**src/rtl/full_adder_cc.sv**
```systemverilog
// full_adder_cc: registered WIDTH-bit ripple-carry adder.
// {cout, sum} = a + b + cin is captured on each rising edge where in_valid is
// high. The outputs hold their last result while in_valid is low.
// Optional feature macro: FULL_ADDER_CC_OVF_EN adds a registered signed
// overflow flag on port ovf.
module full_adder_cc #(
    parameter int WIDTH = 1
) (
    input  logic             clk,
    input  logic             rst_n,
    input  logic             in_valid,
    input  logic [WIDTH-1:0] a,
    input  logic [WIDTH-1:0] b,
    input  logic             cin,
    output logic [WIDTH-1:0] sum,
    output logic             cout,
`ifdef FULL_ADDER_CC_OVF_EN
    output logic             ovf,
`endif
    output logic             out_valid
);

    // Sum bit of one full-adder cell.
    function automatic logic fa_sum(input logic x, input logic y, input logic c);
        return x ^ y ^ c;
    endfunction

    // Carry-out of one full-adder cell (majority of the three inputs).
    function automatic logic fa_carry(input logic x, input logic y, input logic c);
        return (x & y) | (x & c) | (y & c);
    endfunction

    // Ripple chain of WIDTH cells; result bit WIDTH is the MSB carry-out.
    // The chain is kept in a function-local variable so the carry vector is
    // not a self-referencing combinational signal.
    function automatic logic [WIDTH:0] ripple_add(
        input logic [WIDTH-1:0] x,
        input logic [WIDTH-1:0] y,
        input logic             c0
    );
        logic [WIDTH:0] res;
        logic           c;
        res = '0;
        c   = c0;
        for (int i = 0; i < WIDTH; i++) begin
            res[i] = fa_sum(x[i], y[i], c);
            c      = fa_carry(x[i], y[i], c);
        end
        res[WIDTH] = c;
        return res;
    endfunction

    logic [WIDTH:0]   add_s;
    logic [WIDTH-1:0] sum_r;
    logic             cout_r;
    logic             out_valid_r;
`ifdef FULL_ADDER_CC_OVF_EN
    logic             ovf_s;
    logic             ovf_r;
`endif

    // Combinational ripple-carry addition of the current operands.
    always_comb begin
        add_s = ripple_add(a, b, cin);
    end

`ifdef FULL_ADDER_CC_OVF_EN
    // Signed overflow: like-signed operands whose sum flips sign.
    always_comb begin
        ovf_s = 1'b0;
        if ((a[WIDTH-1] == b[WIDTH-1]) && (add_s[WIDTH-1] != a[WIDTH-1])) begin
            ovf_s = 1'b1;
        end else begin
            ovf_s = 1'b0;
        end
    end
`endif

    // Output register set: load on in_valid, otherwise hold the result and drop valid.
    always_ff @(posedge clk or negedge rst_n) begin
        if (!rst_n) begin
            sum_r       <= '0;
            cout_r      <= 1'b0;
            out_valid_r <= 1'b0;
`ifdef FULL_ADDER_CC_OVF_EN
            ovf_r       <= 1'b0;
`endif
        end else if (in_valid) begin
            sum_r       <= add_s[WIDTH-1:0];
            cout_r      <= add_s[WIDTH];
            out_valid_r <= 1'b1;
`ifdef FULL_ADDER_CC_OVF_EN
            ovf_r       <= ovf_s;
`endif
        end else begin
            out_valid_r <= 1'b0;
        end
    end

    assign sum       = sum_r;
    assign cout      = cout_r;
    assign out_valid = out_valid_r;
`ifdef FULL_ADDER_CC_OVF_EN
    assign ovf       = ovf_r;
`endif

endmodule

```
**config.mk**
```make
export PLATFORM = sky130hd
export DESIGN_NAME = full_adder_cc
export DESIGN_NICKNAME = d
export VERILOG_FILES = /design/src/rtl/full_adder_cc.sv
export SDC_FILE = /design/constraint.sdc
export NUM_CORES = 1
export LEC_CHECK = 0
export CAP_MARGIN = 20
export CORE_AREA = 2 2 39 41
export DETAILED_ROUTE_END_ITERATION = 8
export DIE_AREA = 0 0 41 43
export SKIP_LAST_GASP = 1
export SLEW_MARGIN = 20
export SYNTH_ARGS = -nofsm -noshare
export SYNTH_HDL_FRONTEND = slang
export SYNTH_SLANG_ARGS = --single-unit
```
**constraint.sdc**
```tcl
create_clock -name clk -period 0.8 [get_ports clk]
set_clock_uncertainty 0.1 [all_clocks]
set_input_delay 0.08 -clock clk [delete_from_list [all_inputs] [get_ports clk]]
set_output_delay 0.08 -clock clk [all_outputs]
set_load 0.1 [all_outputs]
```
==> key figures <==
Floorplan
  – Die Y: 43 microns
  – Full die area: 1760 sq um
  – I/O pin count: 9
  – Initial Util: between 8 and 9%
  – Rows: 14
  – Chip Width: between 40 and 50 microns
  – Core ar.: approximately 1400 sq um

Cells and area
  – Fin cells: 34
  – Layout area overhead: 146%
  – Net count, final: 26
  – Antenna diodes: 0
  – Share of cells above drive strength 1: between 70% and 80%
  – Fill count: around 140
  – Most frequent cells in the layout: 3 x clkbuf_4, 3 x dfrtp_4, 3 x buf_12
  – Finished Cell Area: 289 sq um

Clocking
  – Clock transition at the registers of the reported paths: roughly 0.030 ns
  – # Post-CTS Setup Buffers: 0
  – Worst skew pair latency: roughly 0.23 ns
  – Clock sink total: 3
  – CTS max path bufs: 2
  – Num CTS Buffers: 3
  – Clk Tree Root Cell: clkbuf_4
  – TritonCTS clock tree: built
  – CTS H-tree lvls: 1

Timing
  – Min Hold Slack: -0.0655 ns
  – Hold Vio Cnt, Final: 4
  – Final setup margin: -0.261 ns
  – Fmax: between 0.9 and 1 GHz
  – Final setup viols: 5
  – Slew Viols, Final: 0
  – Min cycle time layout: around 1.1 ns
  – Max_slew headroom: ~90%
  – Crit share post-route: 133%
  – RSZ-0062 raised after global routing: true
  – Slew of the pin with the lowest slew margin: between 0.15 and 0.2 ns

Logic synthesis
  – Area leader, netlist: dfrtp_1
  – Yosys reg bits: 3
  – Synth warn: 0
  – Synth cell types: 3
  – Cells after Synth: 6
  – Top-area cell type share of the netlist area: roughly 64%
  – Syn Area/Cell: approximately 20 sq um
  – Mapped Area: roughly 120 sq um
  – Register area share after synthesis: between 60% and 70%
  – Synthesized Nets: 13
  – Top area cells in the synthesized netlist: dfrtp_1 64%, mux2_2 19%, fa_1 17%

Detailed routing
  – First-pass DRT Iterations: 1
  – Vias: slightly below 100
  – Via density: about 2.9
  – Total Wirelength: between 200 and 300 microns
  – Remaining DRCs: 0
  – DRT antenna net count: 0
  – Iteration-0 DRC Markers: 0
  – Avg WL per Cell: between 8 and 9 microns

Placement
  – Pre-CTS WS: -0.676 ns
  – Placed inst area: around 260 sq um
  – IO Port Bufs: 8
  – Placed Cells incl. Taps: 30
  – RD Place Congestion: 0.591

Worst setup path
  – CP delay by family, top: flip-flops
  – Kind of critical path: flop to output port
  – Worst Path Required: 0.62 ns
  – Worst Setup Start Kind: flop
  – Critical path arrival: slightly below 0.9 ns
  – WP buf/inv: 1
  – Cell breakdown of the critical path: buf_12
  – Worst-path maximum fanout: 2
  – Worst Setup End Kind: output port
  – Largest stage delay, worst path: around 0.48 ns
  – Crit-path slowest cell: dfrtp_4

Global routing
  – First-pass GRT wire length: 441 microns
  – Largest net degree at the start of global routing: 4
  – Vias in the first global route: approximately 120
  – Initial antenna violation count: 0
  – GRT Total Usage: 4.23%
  – Congestion Overflow GR: 0

Run
  – Max cap viols: 0

Status
  – Status: finished, violations left
  – Failing checks: hold timing, setup timing

Pwr
  – PwrDens: between 2000 and 3000 nW/um^2
  – Power, Total: roughly 0.75 mW
  – P_leak: roughly 0.12 nW
  – Peak supply drop: roughly 0.63 mV

Hold path
  – Hold Path Class: primary input to async pin
cell usage after synthesis (all sizes together):
| cell type | n |
|---|---|
| dfrtp | 3 |
| mux2 | 2 |
| fa | 1 |
path summary, 6_finish.rpt:
| check | end | from | slack [ns] | depth (start not counted) |
|---|---|---|---|---|
| worst max-delay path | sum | sum | -0.26 | 1 |
| min in group clk | out_valid | in_valid | -0.04 | 1 |
| worst min register to register | cout | cout | 0.48 | 1 |
| worst max register to register | sum | sum | -0.17 | 1 |
| worst min-delay path | cout | rst_n | -0.07 | 1 |
| max in group asynchronous | out_valid | rst_n | 0.50 | 1 |
area by class of cell:
class | instances | area (sq um) | area share, %
Clock buffer | 4 | 26.3 | 9.09
Multi-Input combinational cell | 3 | 48.8 | 16.9
Sequential cell | 3 | 86.3 | 29.9
Tap cell | 16 | 20.0 | 6.93
Timing Repair Buffer | 8 | 108 | 37.2
where the power goes:
| part | total, mW | leakage [nW] | switching (mW) | internal [mW] |
|---|---|---|---|---|
| sequential | 0.204 | 0.0323 | 0.0198 | 0.185 |
| combinational | 0.283 | 0.0770 | 0.170 | 0.114 |
| clock | 0.258 | 0.0150 | 0.0720 | 0.186 |
stage by stage:
| step | TNS, ns | utilization (%) | hold WS, ns |
|---|---|---|---|
| floorplan | -0.641 | - | -0.316 |
| global placement | -1.31 | 18.7 | 0.166 |
| detailed placement | -1.37 | 18.7 | 0.177 |
| CTS | -1.19 | 20.5 | -0.0700 |
| global route | -1.20 | 20.9 | -0.0592 |
| finish | -1.09 | 20.9 | -0.0655 |
metal layers:
layer,vias to the layer above,GRT usage (%),part of all wire (%)
li1,43,-,-
met1,47,3.56,34
met2,9,5.31,44
met3,0,2.62,20
met4,0,6.00,0
met5,-,0,0
cells by family (layout without fill, tap and decap cells):
kind of cell,Yosys count,count (layout),synth area share [%]
adder cells (fa/ha/maj),1,1,17.0
flip-flops,3,3,63.8
buffers and inverters,0,12,0
multiplexers,2,2,19.1
sequential cells by signal, indices dropped and copies added, names as in the netlist:
signal,cells
sum,1
cout,1
out_valid,1
timing repair:
item | in CTS | in global routing
setup endpoints to repair | 5 | 5
hold endpoints to repair | 3 | 4
resized for setup | 4 | 6
pin swaps | 1 | 1
No activity file was read; power rests on OpenSTA's default activity.
